`config.mk`:
```
export PLATFORM = sky130hd
export DESIGN_NAME = ct_clk_gate_ctrl
export DESIGN_NICKNAME = d
export VERILOG_FILES = /design/src/rtl/ct_clk_gate_ctrl.sv
export SDC_FILE = /design/constraint.sdc
export NUM_CORES = 1
export LEC_CHECK = 0
export ABC_AREA = 0
export BUFFER_PORTS_ARGS = -buffer_cell sky130_fd_sc_hd__buf_4
export CORE_MARGIN = 1.5
export CORE_UTILIZATION = 25
export DETAILED_ROUTE_END_ITERATION = 8
export PLACE_DENSITY = 0.52
export SYNTH_ARGS = -nofsm -noshare
export SYNTH_HDL_FRONTEND = slang
export SYNTH_SLANG_ARGS = --single-unit
```
`constraint.sdc`:
```
create_clock -name forever_coreclk -period 1.4 [get_ports forever_coreclk]
set_input_delay 0.28 -clock forever_coreclk [delete_from_list [all_inputs] [get_ports forever_coreclk]]
set_output_delay 0.28 -clock forever_coreclk [all_outputs]
set_load 0.01 [all_outputs]
```
`src/rtl/ct_clk_gate_ctrl.sv`:
```
// ct_clk_gate_ctrl
//   Per-domain clock-gating controller. Each of CH_NUM domains has its own
//   wake OR, programmable idle hysteresis and a sleep request/acknowledge
//   handshake before its clock enable is dropped.
//
// Ports
//   forever_coreclk  free-running core clock
//   cpurst           asynchronous active-high reset
//   wake_src         per-domain wake sources, channel i = [i*SRC_NUM +: SRC_NUM]
//   hyst_cfg         per-domain idle cycles before sleep request
//   force_on         per-domain keep-alive
//   global_gate_dis  disables gating of every domain
//   sleep_ack        domain quiesced, safe to gate (only honoured in SREQ)
//   sleep_req        request domain to quiesce (registered)
//   clk_en           ICG enable per domain (registered)
//   ch_state         per-domain state: RUN=00 IDLE=01 SREQ=10 OFF=11
//
// Optional feature (macro CT_CLK_GATE_STAT_EN)
//   stat_clr         clears all gated-cycle counters
//   gated_cnt        per-domain saturating 16-bit count of cycles spent in OFF

module ct_clk_gate_ctrl #(
  parameter int unsigned CH_NUM  = 4,
  parameter int unsigned SRC_NUM = 7,
  parameter int unsigned HYST_W  = 4
) (
  input  logic                        forever_coreclk,
  input  logic                        cpurst,
  input  logic [CH_NUM*SRC_NUM-1:0]   wake_src,
  input  logic [CH_NUM*HYST_W-1:0]    hyst_cfg,
  input  logic [CH_NUM-1:0]           force_on,
  input  logic                        global_gate_dis,
  input  logic [CH_NUM-1:0]           sleep_ack,
`ifdef CT_CLK_GATE_STAT_EN
  input  logic                        stat_clr,
  output logic [CH_NUM*16-1:0]        gated_cnt,
`endif
  output logic [CH_NUM-1:0]           sleep_req,
  output logic [CH_NUM-1:0]           clk_en,
  output logic [CH_NUM*2-1:0]         ch_state
);

  typedef enum logic [1:0] {
    ST_RUN  = 2'b00,
    ST_IDLE = 2'b01,
    ST_SREQ = 2'b10,
    ST_OFF  = 2'b11
  } ch_state_e;

  ch_state_e         state_q [CH_NUM];
  ch_state_e         state_d [CH_NUM];
  logic [HYST_W-1:0] cnt_q   [CH_NUM];
  logic [HYST_W-1:0] cnt_d   [CH_NUM];
  logic [CH_NUM-1:0] wake;
  logic [CH_NUM-1:0] clk_en_q;
  logic [CH_NUM-1:0] clk_en_d;
  logic [CH_NUM-1:0] sleep_req_q;
  logic [CH_NUM-1:0] sleep_req_d;

  // global_gate_dis folds into every channel's wake, so it both aborts any
  // sleep sequence and holds the channel in RUN while asserted.
  always_comb begin
    wake = '0;
    for (int unsigned ch = 0; ch < CH_NUM; ch++) begin
      wake[ch] = (|wake_src[ch*SRC_NUM +: SRC_NUM]) | force_on[ch] | global_gate_dis;
    end
  end

  always_comb begin
    for (int unsigned ch = 0; ch < CH_NUM; ch++) begin
      state_d[ch] = state_q[ch];
      cnt_d[ch]   = cnt_q[ch];
      case (state_q[ch])
        ST_RUN: begin
          if (!wake[ch]) begin
            state_d[ch] = ST_IDLE;
            cnt_d[ch]   = hyst_cfg[ch*HYST_W +: HYST_W];
          end
        end
        ST_IDLE: begin
          if (wake[ch]) begin
            state_d[ch] = ST_RUN;
          end else if (cnt_q[ch] == '0) begin
            state_d[ch] = ST_SREQ;
          end else begin
            cnt_d[ch] = cnt_q[ch] - 1'b1;
          end
        end
        ST_SREQ: begin
          // Wake has priority over a same-cycle acknowledge.
          if (wake[ch]) begin
            state_d[ch] = ST_RUN;
          end else if (sleep_ack[ch]) begin
            state_d[ch] = ST_OFF;
          end
        end
        ST_OFF: begin
          if (wake[ch]) begin
            state_d[ch] = ST_RUN;
          end
        end
        default: begin
          state_d[ch] = ST_RUN;
        end
      endcase
    end
  end

  // Outputs are registered from the next state, so they change on the same
  // edge as the state and have no combinational path from the inputs.
  always_comb begin
    clk_en_d    = '0;
    sleep_req_d = '0;
    for (int unsigned ch = 0; ch < CH_NUM; ch++) begin
      clk_en_d[ch]    = (state_d[ch] != ST_OFF);
      sleep_req_d[ch] = (state_d[ch] == ST_SREQ);
    end
  end

  always_ff @(posedge forever_coreclk or posedge cpurst) begin
    if (cpurst) begin
      for (int unsigned ch = 0; ch < CH_NUM; ch++) begin
        state_q[ch] <= ST_RUN;
        cnt_q[ch]   <= '0;
      end
      clk_en_q    <= '1;
      sleep_req_q <= '0;
    end else begin
      for (int unsigned ch = 0; ch < CH_NUM; ch++) begin
        state_q[ch] <= state_d[ch];
        cnt_q[ch]   <= cnt_d[ch];
      end
      clk_en_q    <= clk_en_d;
      sleep_req_q <= sleep_req_d;
    end
  end

  assign clk_en    = clk_en_q;
  assign sleep_req = sleep_req_q;

  always_comb begin
    ch_state = '0;
    for (int unsigned ch = 0; ch < CH_NUM; ch++) begin
      ch_state[ch*2 +: 2] = state_q[ch];
    end
  end

`ifdef CT_CLK_GATE_STAT_EN
  logic [15:0] gcnt_q [CH_NUM];
  logic [15:0] gcnt_d [CH_NUM];

  always_comb begin
    for (int unsigned ch = 0; ch < CH_NUM; ch++) begin
      gcnt_d[ch] = gcnt_q[ch];
      if (stat_clr) begin
        gcnt_d[ch] = '0;
      end else if ((state_q[ch] == ST_OFF) && (gcnt_q[ch] != '1)) begin
        gcnt_d[ch] = gcnt_q[ch] + 16'd1;
      end
    end
  end

  always_ff @(posedge forever_coreclk or posedge cpurst) begin
    if (cpurst) begin
      for (int unsigned ch = 0; ch < CH_NUM; ch++) begin
        gcnt_q[ch] <= '0;
      end
    end else begin
      for (int unsigned ch = 0; ch < CH_NUM; ch++) begin
        gcnt_q[ch] <= gcnt_d[ch];
      end
    end
  end

  always_comb begin
    gated_cnt = '0;
    for (int unsigned ch = 0; ch < CH_NUM; ch++) begin
      gated_cnt[ch*16 +: 16] = gcnt_q[ch];
    end
  end
`endif

endmodule

```
=== After elaboration in Yosys (flattened, before gate mapping) ===
Index checks and enable logic that the tools add are counted.

* Output and inout bits: 16
* Word-level logic and storage cells: 118
* Register bits after elaboration: 32

* Muxes and demuxes: 44
* Equality and inequality tests: 32
* Add/sub/neg operators: 4
* Bitwise gates (word level): 8
* Reduce and logical (&&, ||, !) cells: 20

{| class="wikitable"
|+ Operator list
! cell !! number
|-
| $mux W2 || 24
|-
| $mux W4 || 12
|-
| $ne A2 B2 Y1 const B || 16
|-
| $pmux W2 S4 || 4
|-
| $pmux W4 S2 || 4
|-
| $reduce_or A7 Y1 || 4
|-
| $eq A2 B2 Y1 const B || 12
|-
| $logic_not A4 Y1 || 4
|-
| $reduce_and A4 Y1 || 4
|-
| $sub A4 B1 Y4 const B || 4
|-
| $eq A2 B1 Y1 const B || 4
|-
| $logic_not A2 Y1 || 4
|-
| $or A1 B1 Y1 || 8
|-
| $reduce_bool A2 Y1 || 4
|}

=== Longest topological paths before layout ===
Gate-level depths: netlist (run 1).

* Word-level depth: 6
* Depth in mapped cells: 5

=== Least setup slack after synthesis (run 1) ===
OpenSTA, ideal clock, no wires.

* Path kind: flip-flop to flip-flop
* Start: register state_q, in the netlist ch_state[7]
* End: register cnt_q[2] (netlist name)
* Period minus slack after synthesis: 1312 ps
* Setup slack: 88 ps
* Arrival: 1188 ps
* Data required time: 1276 ps
* Path buffers: 1
* Cell stages (with the launch flop): 5
* Setup time: 124 ps
* Path through: dfrtp_1 > nand2b_1 > buf_2 > mux2_2 > a2bb2oi_2

* Longest elaborated chain between the ends: 3
* Elaborated cells on any way between the ends: 8
* Classes of those cells: 4 x eq/ne; 1 x mux; 3 x reduce/logical

{| class="wikitable"
|+ Ends and longest elaborated chain
! item !! line !! RTL
|-
| start, declared || 50 || <nowiki>ch_state_e state_q [CH_NUM];</nowiki>
|-
| start signal, assigned by index || 130 || <nowiki>state_q[ch] <= state_d[ch];</nowiki>
|-
| $eq A2 B1 Y1 or $logic_not A2 Y1 (tied branches) || 73 || <nowiki>case (state_q[ch])</nowiki>
|-
| $ne A2 B2 Y1 (no source line) or $reduce_bool A2 Y1 (tied branches) || n/a ||
|-
| $reduce_and A4 Y1 (no source line) || n/a ||
|-
| end signal, assigned by index || 131 || <nowiki>cnt_q[ch] <= cnt_d[ch];</nowiki>
|-
| end, declared || 52 || <nowiki>logic [HYST_W-1:0] cnt_q [CH_NUM];</nowiki>
|}

Parallel ways exist; a longest one is shown, timed or not.
A chain may end at the register's enable or synchronous reset.

=== Worst setup path after layout (run 1) ===
* Start: register cnt_q[4] (netlist name)
* End: register cnt_q[7] (netlist name)

* Longest elaborated chain between the ends: 4
* Elaborated cells on any way between the ends: 7
* Classes of those cells: 1 x add/sub; 1 x eq/ne; 3 x mux; 2 x reduce/logical

{| class="wikitable"
|+ Ends and longest elaborated chain
! item !! line !! RTL
|-
| $sub A4 B1 Y4 || 86 || <nowiki>cnt_d[ch] = cnt_q[ch] - 1'b1;</nowiki>
|-
| $mux W4 || 83 || <nowiki>end else if (cnt_q[ch] == '0) begin</nowiki>
|-
| $mux W4 || 81 || <nowiki>if (wake[ch]) begin</nowiki>
|-
| $pmux W4 S2 || 73 ||
|}

Parallel ways exist; a longest one is shown, timed or not. The select of a mux whose other input is x is not followed.

==> results of run 1 <==
[how the worst min path moves through the flow]
stage	from	to	cells after the start
2_1_floorplan	cpurst	ch_state[0]	1
5_1_grt	cpurst	cnt_q[8]	3
4_1_cts	cpurst	ch_state[3]	3
3_5_place_dp	cpurst	cnt_q[4]	3
6_report	cpurst	cnt_q[4]	3
3_3_place_gp	cpurst	cnt_q[4]	3
[power by group through the flow]
stage               logic, mW  registers, mW  clock network (mW)
floorplan              0.0965          0.982                   0
global route            0.303          0.973               0.699
CTS                     0.271          0.970               0.660
finish                  0.274          0.971               0.631
global placement        0.267          0.986                   0
detailed placement      0.271          0.987                   0
[stage by stage]
stage | hold WS [ns] | instance area (um2) | power (mW)
final | 0.0528 | 2680 | 1.88
after global routing | 0.0780 | 2680 | 1.98
after CTS | 0.0548 | 2620 | 1.90
after detailed placement | 0.353 | 2550 | 1.26
after global placement | 0.351 | 2550 | 1.25
after floorplan | 0.393 | 1820 | 1.08
[final cells by class]
| cell class | instances | area (um2) |
|---|---|---|
| Timing Repair Buffer | 82 | 628 |
| Sequential cell | 32 | 806 |
| Clock buffer | 5 | 68.8 |
| Fill cell | 736 | 4230 |
| Inverter | 11 | 41.3 |
| Tap cell | 96 | 120 |
| Multi-Input combinational cell | 141 | 1010 |
[routing by layer]
metal  wire length, um  share of wire (%)
met2              2370                 48
met4                21               0.42
met1              2290                 46
met3               264                5.3
met5                 0                  0
[flip-flops by register name (all words and copies together) (netlist names)]
signal and count:
clk_en 4, ch_state 8, sleep_req 4, cnt_q 16
[worst max-delay path: cells and delay by family, from the launching register on]
family,cells,cell delay [ns]
AO/OA/AOI/OAI,3,0.55
flip-flops,1,0.37
adder cells (fa/ha/maj),1,0.23
buffers and inverters,1,0.07
[Yosys cell counts (all sizes together) (5+ instances only)]
master   n  area share, %
a21oi    8            2.2
a31oi    6            3.1
inv     11            2.3
nand3    7            1.9
o211ai   5            2.1
nand2   18            5.3
mux2i    5            2.7
dfrtp   28             38
nor3    12            3.6
nor2    34            7.0
[what timing repair did]
item                       CTS  global route
gates resized for setup      0             8
setup endpoints to repair    0            10
buffers inserted             0             2
hold buffers                 0             0
[cells by family (layout without fill, tap and decap cells)]
group	after synthesis	count (layout)	synth area share, %
flip-flops	32	32	44.2
adder cells (fa/ha/maj)	4	4	2.74
buffers and inverters	12	98	2.54
AO/OA/AOI/OAI	42	42	18.6
AND/OR/NAND/NOR	89	89	28.6
multiplexers	6	6	3.36
==> metrics, run 1 <==
Synthesized Nets between 200 and 250; post-route insts no fill 367; hold crit path type in2async; status finished clean; Syn Area/Cell 9.86 um2; combinational share of power 14.6%; CP peak stage delay 0.37 ns; Vias/cell 4.55; Hold Vio Cnt, Final 0; Syn. warnings 0; clock buffer depth 2; grt met1 use 16.4%; GR met2 Demand/Resource 21.2%; 1st-iter DRT viols 24; vias in the first global route 1,640; most frequent cells in the layout 81 x buf_4, 34 x nor2_1, 28 x dfrtp_1, 14 x nand2_1; initial antenna violation count 0; nature of the critical path startpoint flop; Sw Pwr 451 uW; Worst Setup Path Type reg2reg; met3 Usage GRT 3.64%; pwr dens 701 mW/mm2; Place WS -0.0450 ns; Nets 332; max-cap viol count 0; Die H 88.4 um; Syn Inst Count 185; LEAKAGE between 1 and 1.5 nW; Synth Cell Area 0.00182 mm2; n_diodes 0; 1st-pass router iterations 4; RR Startpoint cnt_q[4]; dominant synthesized flop cell dfrtp_1; R2R depth 5; # setup viols final 0; EDFF count, synth 0; crit path from cnt_q[4]; #FFs+latches synth 32; Min Clock Period, post-route 1.33 ns; HPWL after DPL around 3800 um; CP max-delay cell dfrtp_1; initial core utilization a little over a quarter; Clock transition at path regs 0.06 ns; Flop pwr share 51.8%; Clock Latency Late Sink 0.27 ns; fmax 753 MHz; via count around 1,700; TritonCTS Buffers 5; total grt overflow 0; final wirelength 4950 um; share of the yosys chip area belonging to registers 44.2%; GRT busiest layer met2; core footprint between 0.006 and 0.007 mm2; layout cell share with drive strength beyond 1 43.5%; row count 30; critical path cell sequence inv_1 -> ha_2 -> a31o_2 -> o31ai_1 -> o21ai_1; crit path max fanout 5; CP endpoint kind flop; CP arrival 1.48 ns; CTS root buf clkbuf_8; r2r endpoint cnt_q[7]; Area Growth Syn to Fin 46.8%; Finished Core Util between 30% and 40%; relative slew slack 79.2%; ANT nets after route 0; Switching Share between 20% and 30%; Tightest Pin Transition just over 0.3 ns; Die W 88.4 um; commonest non-fill, non-tap cell in the layout buf_4; wire per inst 13.5 um; r2r setup slk 0.07 ns; fin crit share a little over nine tenths; clock skew 0.00194 ns; RSZ-0062 raised after global routing true; FFs w/ async S/R, synth 100%; Unique masters post-synth 32; Final GP Congestion 0.787; Clock Sinks 32; IO buf count 70; post-route setup slack between 0.07 and 0.08 ns; max-slew violations 0; detailed-route DRC error count 0; crit path to cnt_q[7]; full die area ~0.008 mm2; Tot GR Track Use ~13%; H-tree level count 2; Int Pwr 1.43 mW; worst IR drop on VDD between 0.0004 and 0.0005 V; wire length of the first global-routing pass about 7700 um; clock power share about 34%; CTS tree built; placed cell count 360; required time worst endpoint 1.55 ns; setup TNS 0 ns; Ports 71; largest net degree at the start of global routing 33
(Power assumes the default switching activity.)
==> run 2, diff against run 1 <==
--- a/config.mk
+++ b/config.mk
@@ -10,7 +10,7 @@
 export CORE_MARGIN = 1.5
 export CORE_UTILIZATION = 25
 export DETAILED_ROUTE_END_ITERATION = 8
-export PLACE_DENSITY = 0.52
+export PLACE_DENSITY = 0.56
 export SYNTH_ARGS = -nofsm -noshare
 export SYNTH_HDL_FRONTEND = slang
 export SYNTH_SLANG_ARGS = --single-unit
==> metrics, run 2 (synthesized netlist as in run 1, its figures left out) <==
Finished Core Util 38.8%; detailed-route DRC error count 0; LEAKAGE 1.27 nW; Ports 71; Clock Sinks 32; crit path max fanout 5; fmax 744 MHz; layout cell share with drive strength beyond 1 42.8%; max-slew violations 0; ANT nets after route 0; Area Growth Syn to Fin 46.8%; fin crit share 95.9%; via count 1,672; largest net degree at the start of global routing 33; pwr dens 738 mW/mm2; critical path cell sequence inv_1 -> ha_2 -> a31o_2 -> o31ai_2 -> o21ai_1; Tot GR Track Use 12.7%; core footprint 0.00691 mm2; hold crit path type in2async; Clock Latency Late Sink 0.28 ns; CP peak stage delay 0.37 ns; RR Startpoint cnt_q[4]; n_diodes 0; max reg flops 16; wire per inst roughly 13 um; nature of the critical path startpoint flop; clock buffer depth 2; # setup viols final 0; full die area approximately 0.0078 mm2; H-tree level count 2; Clock transition at path regs about 0.070 ns; final wirelength between 4000 and 5000 um; initial antenna violation count 0; Worst Setup Path Type reg2reg; total grt overflow 0; r2r setup slk 0.06 ns; Hold Vio Cnt, Final 0; Nets 329; Final GP Congestion slightly below 0.8; CP max-delay cell dfrtp_1; HPWL after DPL 3700 um; commonest non-fill, non-tap cell in the layout buf_4; TritonCTS Buffers 5; r2r endpoint cnt_q[7]; max-cap viol count 0; hold_ws 0.0478 ns; CTS root buf clkbuf_8; required time worst endpoint 1.56 ns; Die H 88.4 um; worst IR drop on VDD 0.000314 V; wire length of the first global-routing pass between 7000 and 8000 um; Die W 88.4 um; vias in the first global route around 1,600; status finished clean; CTS tree built; CP endpoint kind flop; row count 30; Tightest Pin Transition approximately 0.32 ns; Top reg by flops cnt_q; relative slew slack about four fifths; 1st-pass router iterations 4; Min Clock Period, post-route 1.34 ns; Vias/cell 4.56; IO buf count 70; CP arrival approximately 1.5 ns; clock skew roughly 0.0016 ns; initial core utilization 26.4%; most frequent cells in the layout 78 x buf_4, 34 x nor2_1, 28 x dfrtp_1, 14 x nand2_1, 11 x inv_1; R2R depth 5; 1st-iter DRT viols 28
==> run 2: how the worst max path moves through the flow <==
stage | cells after the start | startpoint | slack [ns] | to
2_1_floorplan | 4 | ch_state[7] | 0.09 | cnt_q[2]
3_3_place_gp | 5 | cnt_q[4] | 0.01 | cnt_q[6]
3_5_place_dp | 5 | cnt_q[4] | -0.04 | cnt_q[4]
4_1_cts | 5 | cnt_q[8] | 0.01 | cnt_q[10]
5_1_grt | 5 | cnt_q[8] | -0.002 | cnt_q[11]
6_report | 5 | cnt_q[4] | 0.06 | cnt_q[7]
==> run 2: layout make-up <==
| class | count | area (um2) |
|---|---|---|
| flip-flops and latches | 32 | 806 |
| inverters | 11 | 41.3 |
| well taps | 96 | 120 |
| repair buffers | 79 | 606 |
| fillers | 727 | 4230 |
| clock buffers | 8 | 90.1 |
| multi-input cells | 141 | 1020 |
==> run 2: routing by layer <==
metal,vias to the layer above,track usage [%],routed length (um)
li1,842,-,-
met1,774,16.8,2190
met2,51,21.0,2270
met3,5,3.17,264
met4,0,2.98,39
met5,-,0,0
==> run 2: per-stage QoR <==
| step | cells | instance area [um2] | TNS (ns) | setup WS [ns] | power, mW |
|---|---|---|---|---|---|
| after floorplan | 185 | 1820 | 0 | 0.0880 | 1.08 |
| after global placement | 357 | 2530 | 0 | 0.0149 | 1.25 |
| after detailed placement | 357 | 2530 | -0.0836 | -0.0405 | 1.25 |
| after CTS | 365 | 2640 | 0 | 0.0128 | 2.00 |
| after global routing | 367 | 2680 | -0.00224 | -0.00224 | 2.07 |
| final | 367 | 2680 | 0 | 0.0568 | 1.98 |
==> run 2: timing repair <==
action	in CTS	in global routing
buffers inserted	0	2
pin swaps	0	1
gates resized for setup	4	4
setup endpoints to repair	4	12
gates cloned	0	0
hold buffers	0	0
==> run 2: critical path: cells and delay by family, from the launching register on <==
family	cells	cell delay [ns]
compound gates	3	0.56
flops	1	0.37
buf+inv	1	0.07
fa+ha+maj	1	0.23
==> run 2: where the power goes <==
| part | switching, mW | leakage [nW] | internal [mW] | total [mW] |
|---|---|---|---|---|
| combinational | 0.116 | 0.833 | 0.152 | 0.268 |
| sequential | 0.0196 | 0.387 | 0.950 | 0.970 |
| clock | 0.337 | 0.0455 | 0.401 | 0.739 |
